### config.mk
export PLATFORM = sky130hd
export DESIGN_NAME = traffic_light_ctrl_flat
export DESIGN_NICKNAME = d
export VERILOG_FILES = /design/src/rtl/traffic_light_ctrl_if.sv /design/src/rtl/traffic_light_ctrl.sv /design/src/flat_wrapper.sv
export SDC_FILE = /design/constraint.sdc
export NUM_CORES = 1
export LEC_CHECK = 0
export CORE_ASPECT_RATIO = 1.2
export CORE_UTILIZATION = 55
export DETAILED_ROUTE_END_ITERATION = 10
export GPL_TIMING_DRIVEN = 1
export PLACE_DENSITY = 0.78
export SLEW_MARGIN = 0
export SYNTH_ARGS = -nofsm -noshare
export SYNTH_HDL_FRONTEND = slang
export SYNTH_SLANG_ARGS = --single-unit
### constraint.sdc
create_clock -name clk -period 3.8 [get_ports clk]
set_clock_uncertainty 0.15 [all_clocks]
set_input_delay 0.95 -clock clk [delete_from_list [all_inputs] [get_ports clk]]
set_output_delay 0.95 -clock clk [all_outputs]
set_load 0.03 [all_outputs]
### src/rtl/traffic_light_ctrl_if.sv
// rtl/traffic_light_ctrl_if.sv - request inputs, lamp and countdown outputs of the traffic-light controller
interface traffic_light_ctrl_if;
  logic        night;
  logic        req_ns;
  logic        req_we;
  logic [15:0] data;
  logic [2:0]  out_LED3_NS;
  logic [2:0]  out_LED3_WE;
  logic [2:0]  phase;

  modport master (
    output night, req_ns, req_we,
    input  data, out_LED3_NS, out_LED3_WE, phase
  );

  modport slave (
    input  night, req_ns, req_we,
    output data, out_LED3_NS, out_LED3_WE, phase
  );
endinterface

### src/rtl/traffic_light_ctrl.sv
// rtl/traffic_light_ctrl.sv - two-road traffic-light controller with BCD countdown, truncation and night flash
module traffic_light_ctrl #(
  parameter int TICK_DIV  = 50000000,
  parameter int GREEN_NS  = 20,
  parameter int GREEN_WE  = 20,
  parameter int YELLOW_T  = 3,
  parameter int ALL_RED_T = 2,
  parameter int SHORT_T   = 5
) (
  input  logic                 clk,
  input  logic                 rst,
  traffic_light_ctrl_if.slave  bus
);

  typedef enum logic [2:0] {
    NS_G  = 3'd0,
    NS_Y  = 3'd1,
    RED1  = 3'd2,
    WE_G  = 3'd3,
    WE_Y  = 3'd4,
    RED2  = 3'd5,
    FLASH = 3'd6
  } state_t;

  localparam int DIV_W = (TICK_DIV > 1) ? $clog2(TICK_DIV) : 1;
  localparam logic [DIV_W-1:0] DIV_LAST = DIV_W'(TICK_DIV - 1);

  localparam logic [2:0] LAMP_RED = 3'b100;
  localparam logic [2:0] LAMP_YEL = 3'b010;
  localparam logic [2:0] LAMP_GRN = 3'b001;

  function automatic logic [7:0] to_bcd(input int v);
    to_bcd = {4'(v / 10), 4'(v % 10)};
  endfunction

  function automatic logic [7:0] bcd_dec(input logic [7:0] c);
    if (c[3:0] == 4'd0) bcd_dec = {c[7:4] - 4'd1, 4'd9};
    else                bcd_dec = {c[7:4], c[3:0] - 4'd1};
  endfunction

  // Phase loads are D-1 so that every phase spans exactly D ticks.
  localparam logic [7:0] LD_GNS   = to_bcd(GREEN_NS - 1);
  localparam logic [7:0] LD_GWE   = to_bcd(GREEN_WE - 1);
  localparam logic [7:0] LD_Y     = to_bcd(YELLOW_T - 1);
  localparam logic [7:0] LD_AR    = to_bcd(ALL_RED_T - 1);
  localparam logic [7:0] LD_SHORT = to_bcd(SHORT_T - 1);

  logic [DIV_W-1:0] div_q, div_d;
  state_t           state_q, state_d;
  logic [7:0]       count_q, count_d;
  logic             latch_ns_q, latch_ns_d;
  logic             latch_we_q, latch_we_d;
  logic [2:0]       led_ns_q, led_ns_d;
  logic [2:0]       led_we_q, led_we_d;
  logic [15:0]      data_q, data_d;
  logic [2:0]       phase_q, phase_d;
  logic             tick;
  logic             ns_entry;
  logic             we_entry;
  logic             truncate;

  always_comb begin
    tick     = (div_q == DIV_LAST);
    div_d    = tick ? '0 : div_q + DIV_W'(1);
    state_d  = state_q;
    count_d  = count_q;
    truncate = ((state_q == NS_G) && latch_we_q) || ((state_q == WE_G) && latch_ns_q);

    // Night has priority over both advance and truncation.
    if (tick) begin
      if (bus.night && (state_q != FLASH)) begin
        state_d = FLASH;
        count_d = 8'h00;
      end else if (state_q == FLASH) begin
        if (!bus.night) begin
          state_d = RED2;
          count_d = LD_AR;
        end
      end else if (count_q == 8'h00) begin
        case (state_q)
          NS_G:    begin state_d = NS_Y; count_d = LD_Y;   end
          NS_Y:    begin state_d = RED1; count_d = LD_AR;  end
          RED1:    begin state_d = WE_G; count_d = LD_GWE; end
          WE_G:    begin state_d = WE_Y; count_d = LD_Y;   end
          WE_Y:    begin state_d = RED2; count_d = LD_AR;  end
          default: begin state_d = NS_G; count_d = LD_GNS; end
        endcase
      end else if (truncate && (count_q > LD_SHORT)) begin
        count_d = LD_SHORT;
      end else begin
        count_d = bcd_dec(count_q);
      end
    end

    ns_entry   = (state_d == NS_G) && (state_q != NS_G);
    we_entry   = (state_d == WE_G) && (state_q != WE_G);
    latch_ns_d = bus.req_ns | (latch_ns_q & ~ns_entry);
    latch_we_d = bus.req_we | (latch_we_q & ~we_entry);

    led_ns_d = led_ns_q;
    led_we_d = led_we_q;
    case (state_d)
      NS_G:    begin led_ns_d = LAMP_GRN; led_we_d = LAMP_RED; end
      NS_Y:    begin led_ns_d = LAMP_YEL; led_we_d = LAMP_RED; end
      WE_G:    begin led_ns_d = LAMP_RED; led_we_d = LAMP_GRN; end
      WE_Y:    begin led_ns_d = LAMP_RED; led_we_d = LAMP_YEL; end
      FLASH: begin
        if (state_q != FLASH) begin
          led_ns_d = LAMP_YEL;
          led_we_d = LAMP_YEL;
        end else if (tick) begin
          led_ns_d = led_ns_q ^ LAMP_YEL;
          led_we_d = led_we_q ^ LAMP_YEL;
        end
      end
      default: begin led_ns_d = LAMP_RED; led_we_d = LAMP_RED; end
    endcase

    data_d  = (state_d == FLASH) ? 16'h0000 : {count_d, count_d};
    phase_d = state_d;
  end

  always_ff @(posedge clk or posedge rst) begin
    if (rst) begin
      div_q      <= '0;
      state_q    <= RED2;
      count_q    <= 8'h00;
      latch_ns_q <= 1'b0;
      latch_we_q <= 1'b0;
      led_ns_q   <= LAMP_RED;
      led_we_q   <= LAMP_RED;
      data_q     <= 16'h0000;
      phase_q    <= 3'd5;
    end else begin
      div_q      <= div_d;
      state_q    <= state_d;
      count_q    <= count_d;
      latch_ns_q <= latch_ns_d;
      latch_we_q <= latch_we_d;
      led_ns_q   <= led_ns_d;
      led_we_q   <= led_we_d;
      data_q     <= data_d;
      phase_q    <= phase_d;
    end
  end

  assign bus.data        = data_q;
  assign bus.out_LED3_NS = led_ns_q;
  assign bus.out_LED3_WE = led_we_q;
  assign bus.phase       = phase_q;

endmodule

### src/flat_wrapper.sv
// flat-port wrapper written by rule: the top's interface ports become plain ports
module traffic_light_ctrl_flat 
#(
  parameter int TICK_DIV  = 50000000,
  parameter int GREEN_NS  = 20,
  parameter int GREEN_WE  = 20,
  parameter int YELLOW_T  = 3,
  parameter int ALL_RED_T = 2,
  parameter int SHORT_T   = 5
)
  (clk, rst, bus_night, bus_req_ns, bus_req_we, bus_data, bus_out_LED3_NS, bus_out_LED3_WE, bus_phase);
  traffic_light_ctrl_if bus_i ();
  input  logic clk;
  input  logic rst;
  input wire logic [$bits(bus_i.night)-1:0] bus_night;
  input wire logic [$bits(bus_i.req_ns)-1:0] bus_req_ns;
  input wire logic [$bits(bus_i.req_we)-1:0] bus_req_we;
  output wire logic [$bits(bus_i.data)-1:0] bus_data;
  output wire logic [$bits(bus_i.out_LED3_NS)-1:0] bus_out_LED3_NS;
  output wire logic [$bits(bus_i.out_LED3_WE)-1:0] bus_out_LED3_WE;
  output wire logic [$bits(bus_i.phase)-1:0] bus_phase;
  assign bus_i.night = bus_night;
  assign bus_i.req_ns = bus_req_ns;
  assign bus_i.req_we = bus_req_we;
  assign bus_data = bus_i.data;
  assign bus_out_LED3_NS = bus_i.out_LED3_NS;
  assign bus_out_LED3_WE = bus_i.out_LED3_WE;
  assign bus_phase = bus_i.phase;
  traffic_light_ctrl #(.TICK_DIV(TICK_DIV), .GREEN_NS(GREEN_NS), .GREEN_WE(GREEN_WE), .YELLOW_T(YELLOW_T), .ALL_RED_T(ALL_RED_T), .SHORT_T(SHORT_T)) u_core (.clk(clk), .rst(rst), .bus(bus_i));
endmodule
* After elaboration in Yosys (flattened, before gate mapping)
Cells that the tools add are included.
Storage, ports and cells: word-level logic and storage cells 72, flip-flop bits (word level) 61, output and inout bits 25
Cells by class: reductions and logical operators 14, multiplexer cells 22, bitwise logic cells 8, equal/unequal tests 14, magnitude comparators 1, add/subtract/negate cells 3
Operators by type and width (number):
- 2-to-1 mux 8 bit | 7
- adder 26 x 1 -> 26 bit (second input constant) | 1
- equality test 26 bit (second input constant) | 1
- 2-to-1 mux 26 bit | 1
- 2-to-1 mux 3 bit | 7
- case mux 3 bit (3 select lines) | 2
- 2-to-1 mux 16 bit | 1
- case mux 3 bit (5 select lines) | 1
- equality test 3 bit (second input constant) | 4
- case mux 5 bit (2 select lines) | 1
- equality test 3 x 2 -> 1 bit (second input constant) | 3
- greater-than comparator 8 x 3 -> 1 bit (second input constant) | 1
- logical NOT 8 bit | 1
- subtractor 4 x 1 -> 4 bit (second input constant) | 2
- equality test 3 x 1 -> 1 bit (second input constant) | 2
- logical AND 1 bit | 6
- logical NOT 3 bit | 2
- logical NOT 4 bit | 1
- 2-to-1 mux 2 bit | 2
- inverter 1 bit | 4
- OR reduction 2 bit | 2
- inequality test 3 x 1 -> 1 bit (second input constant) | 1
- inequality test 3 x 2 -> 1 bit (second input constant) | 1
- inequality test 3 bit (second input constant) | 1
- other kinds (5) | 7

* Longest topological paths before layout
word-level depth 11, depth in mapped cells 8, mapped depth without buffers 7

* Worst setup path after synthesis
No wires, ideal clock.
path kind reg-to-reg, start point register u_core.count_q[0], end point register u_core.data_q[8] (netlist: u_core.bus.data[8]), arrival time 2.036 ns, cell stages (with the launch flop) 9, required time 3.530 ns, path slack 1.494 ns, path buffers 1, period minus slack after synthesis 2.306 ns, path through dfrtp_1 inv_1 ha_1 or3b_1 buf_2 or4_4 o221ai_1 a21oi_1 a31o_1
On the way: word-level cells in the longest chain between the ends 8, elaborated cells on any way between the ends 18, those cells by class add/sub: 1; order compare: 1; eq/ne: 1; mux: 12; reduce/logical: 3
Ends and longest elaborated chain:
- start, declared | RTL line traffic_light_ctrl.sv:50 | logic [7:0] count_q, count_d;
- start signal, assigned | RTL line traffic_light_ctrl.sv:137 | count_q <= count_d;
- greater-than comparator 8 x 3 -> 1 bit, or another cell as far along | RTL line traffic_light_ctrl.sv:88 | end else if (truncate && (count_q > LD_SHORT)) begin
- logical AND 1 bit or 2-to-1 mux 8 bit (tied branches) | RTL line traffic_light_ctrl.sv:88, traffic_light_ctrl.sv:37
- 2-to-1 mux 8 bit | RTL line traffic_light_ctrl.sv:88
- 2-to-1 mux 8 bit | RTL line traffic_light_ctrl.sv:79 | end else if (count_q == 8'h00) begin
- 2-to-1 mux 8 bit | RTL line traffic_light_ctrl.sv:74 | end else if (state_q == FLASH) begin
- 2-to-1 mux 8 bit | RTL line traffic_light_ctrl.sv:71 | if (bus.night && (state_q != FLASH)) begin
- 2-to-1 mux 8 bit | RTL line traffic_light_ctrl.sv:70 | if (tick) begin
- 2-to-1 mux 16 bit (*) | RTL line traffic_light_ctrl.sv:119 | data_d = (state_d == FLASH) ? 16'h0000 : {count_d, count_d};
- end signal, assigned | RTL line traffic_light_ctrl.sv:142 | data_q <= data_d;
- end, declared | RTL line traffic_light_ctrl.sv:55 | logic [15:0] data_q, data_d;
Every way passes the cells marked *; elsewhere a longest branch is shown, timed or not. A chain may end at the register's enable or synchronous reset.

==> summary.md <==
| Metric | Value |
|---|---|
| Status | `finished clean` |
| First-pass GRT wire length | `10200 um` |
| Fillers | `around 400` |
| CTS sink count | `53` |
| Starting density of the core | `58.1%` |
| Main combinational cell family by area after synthesis | `simple AND/OR/NAND/NOR gates` |
| Post-synth EDFFs | `0` |
| Final setup TNS | `0 ps` |
| Top delay family on crit path | `buffers and inverters` |
| Synth Instances | `about 300` |
| Cts hold-fix bufs | `0` |
| Largest fanout on the critical path | `16` |
| Total CTS buffers | `5` |
| Crit-path cells | `clkdlybuf4s50_1` |
| Syn Std Cell Area | `2910 um^2` |
| Share of layout cells above drive strength 1 | `under 10%` |
| CP peak stage delay | `720 ps` |
| Die width | `68.4 um` |
| Worst Setup End Kind | `output port` |
| CORE AREA | `5010 um^2` |
| Resize count post-CTS | `0` |
| Worst Path Buf+Inv | `1` |
| Dpl hpwl | `approximately 4500 um` |
| Unrepaired setup endpoints after global routing | `no` |
| Proportion of power drawn by combinational gates | `5.9%` |
| Worst EP arrival | `1720 ps` |
| Post-synthesis simple-gate area fraction | `23.8%` |
| Post-synthesis sequential area ratio | `45.7%` |
| CTS H-tree lvls | `2` |
| Number of remaining DRC errors | `0` |
| Syn. warnings | `0` |
| Via/cell ratio | `between 6 and 7` |
| Min Tclk post-route | `approximately 2800 ps` |
| Pwr per Cell Area | `327 nW/um^2` |
| Total Nets Final | `329` |
| Rows | `28` |
| Hold Fails Final Rpt | `0` |
| Initial antenna violation count | `0` |
| Relative slew slack | `49.1%` |
| Synth cell types | `64` |
| Vias in the first global route | `about 2300` |
| DR pass1 iterations | `4` |
| Slew Viols, Final | `0` |
| Worst slew pin tran | `763 ps` |
| Detailed Route WL | `6230 um` |
| Psw | `0.229 mW` |
| Final Cell Area | `3310 um^2` |
| Bufs on Longest Clock Path | `2` |
| Clock latency on the worst-skew pair | `between 300 and 400 ps` |
| CTS clk-pin slew, worst paths | `100 ps` |
| Synth Area in Compound Gates | `15.4%` |
| Via count | `2354` |
| Remaining antenna violation count | `0` |
| VDD IR max | `about 290 uV` |
| Total of max-cap violations | `0` |
| F_max | `0.354 GHz` |
| Crit Path Class | `reg -> out` |
| Syn-to-layout area delta | `13.8%` |
| Hold/Removal Path Class | `reg -> reg` |
| Final period util | `74.3%` |
| Pin count of the biggest net entering global routing | `30` |
| Switching Share | `21.1%` |
| Syn_nets | `about 310` |
| Setup Viol. Count Final | `0` |
| Full die area | `5590 um^2` |
| Chip height | `about 82 um` |
| Setup Fix Bufs, Post-CTS | `0` |
| Top FF cell, synth | `dfrtp_1` |
| Input/output buffers | `29` |
| Clk pwr share | `41.1%` |
| Syn Area/Cell | `around 9.6 um^2` |
| CTS tree | `done` |
| #FFs+latches synth | `53` |
| Post-synthesis adder-cell area fraction | `1.72%` |
| Crit path launch type | `flip-flop` |
| Gr usage total | `24.7%` |
| Mux cell area share after synthesis | `0.731%` |
| Antenna cell count | `0` |
| Routed wire per std cell | `16.4 um` |
| Root buf cell | `clkbuf_8` |
| Synth Area in XOR/XNOR | `under 10%` |
| CP Data Required Time | `around 2700 ps` |
| Overall Power | `1.08 mW` |
| Async SR Flop Fraction | `100%` |
| Boundary Pins | `30` |
| Sequential Power Share | `53.1%` |
| CP max-delay cell | `clkdlybuf4s50_1` |
| Area after DPL | `3180 um^2` |
| Total gr overflow | `0` |
| Starting DRT DRC Count | `195` |
| GPL Wtd Cong | `around 0.87` |
| Int Power | `0.855 mW` |
| Pleak | `between 1 and 1.5 nW` |
## synth_stat cells, types with 4 or more instances
cell / n / share of area, %
a21boi_1: 4 / 1.0
a21o_1: 6 / 1.5
a21oi_1: 12 / 2.1
and4_1: 6 / 1.8
buf_2: 4 / 0.69
buf_4: 8 / 2.1
clkbuf_1: 9 / 1.2
dfrtp_1: 49 / 42
dfstp_2: 4 / 3.6
ha_1: 4 / 1.7
inv_1: 8 / 1.0
nand2_1: 20 / 2.6
nand3_1: 18 / 3.1
nand4_1: 8 / 1.7
nor2_1: 26 / 3.4
nor3_1: 11 / 1.9
nor3b_1: 4 / 1.0
nor4_1: 6 / 1.3
o21ai_0: 10 / 1.7
xnor2_1: 16 / 4.8
xor2_1: 7 / 2.1
## layout by cell type (no fill, tap or decap), drive strengths merged, types with 4 or more instances in the layout
cell and n:
a21boi 5, a21o 6, a21oi 12, and4 6, buf 5, clkbuf 5, clkdlybuf4s50 29, dfrtp 49
dfstp 4, ha 4, inv 8, nand2 20, nand3 18, nand4 8, nor2 27, nor3 11
nor3b 5, nor4 6, o21ai 11, xnor2 16, xor2 7
## registers in the layout (all words and copies together) (netlist names)
| name | count |
|---|---|
| u_core.bus.data | 8 |
| u_core.bus.out_LED3_NS | 3 |
| u_core.bus.out_LED3_WE | 3 |
| u_core.count_q | 8 |
| u_core.div_q | 26 |
| u_core.latch_ns_q | 1 |
| u_core.latch_we_q | 1 |
| u_core.state_q | 3 |
## layer usage
| layer | GRT usage (%) | vias to the layer above | wire length (um) |
|---|---|---|---|
| met5 | 0 | - | 0 |
| li1 | - | 1122 | - |
| met1 | 29.4 | 1153 | 2630 |
| met4 | 10.6 | 0 | 98 |
| met2 | 42.3 | 70 | 3290 |
| met3 | 5.14 | 9 | 211 |
## cell families after synthesis
family,Yosys count
buffers and inverters,32
muxes,2
xor gates and xnor gates,23
adders and majority gates,4
AOI/OAI and AO/OA,63
and+or+nand+nor,126
DFF,53
## cell type report
class                      instances  area [um^2]  area share (%)
inverter                           8         30.0           0.906
clock buffer                       5         68.8            2.08
clock inverter                     3         65.1            1.96
multi-input combinational        218         1420            42.7
tap                               60         75.1            2.27
sequential                        53         1330            40.2
timing repair buffer              34          328            9.89
## worst paths after layout
check                                       startpoint                            end  slack, ps  depth (start not counted)
max                        u_core.state_q[2]$_DFF_PP1_                   bus_phase[2]        980                          1
min                          u_core.div_q[4]$_DFF_PP0_      u_core.div_q[4]$_DFF_PP0_        330                          1
max reg2reg                u_core.count_q[0]$_DFF_PP0_   u_core.bus.data[7]$_DFF_PP0_       1220                          7
min reg2reg                  u_core.div_q[4]$_DFF_PP0_      u_core.div_q[4]$_DFF_PP0_        330                          1
max in group asynchronous                          rst    u_core.state_q[2]$_DFF_PP1_       2270                          3
min in group asynchronous                          rst  u_core.bus.data[10]$_DFF_PP0_        650                          2
## stage by stage
stage	setup WS [ps]	std cells	utilization [%]	hold slack, ps
finish	976	381	66.1	327
global route	909	381	66.1	350
CTS	975	381	66.1	330
detailed placement	970	373	63.5	308
global placement	1000	373	63.5	303
floorplan	1420	303	-	289
## power by group through the flow
| stage | clock network, mW | logic, mW | registers (mW) |
|---|---|---|---|
| global placement | 0 | 0.0630 | 0.586 |
| global route | 0.476 | 0.0690 | 0.576 |
| CTS | 0.451 | 0.0637 | 0.576 |
| detailed placement | 0 | 0.0635 | 0.587 |
| finish | 0.446 | 0.0635 | 0.576 |
| floorplan | 0 | 0.0325 | 0.594 |
No activity file was read; power rests on OpenSTA's default activity.
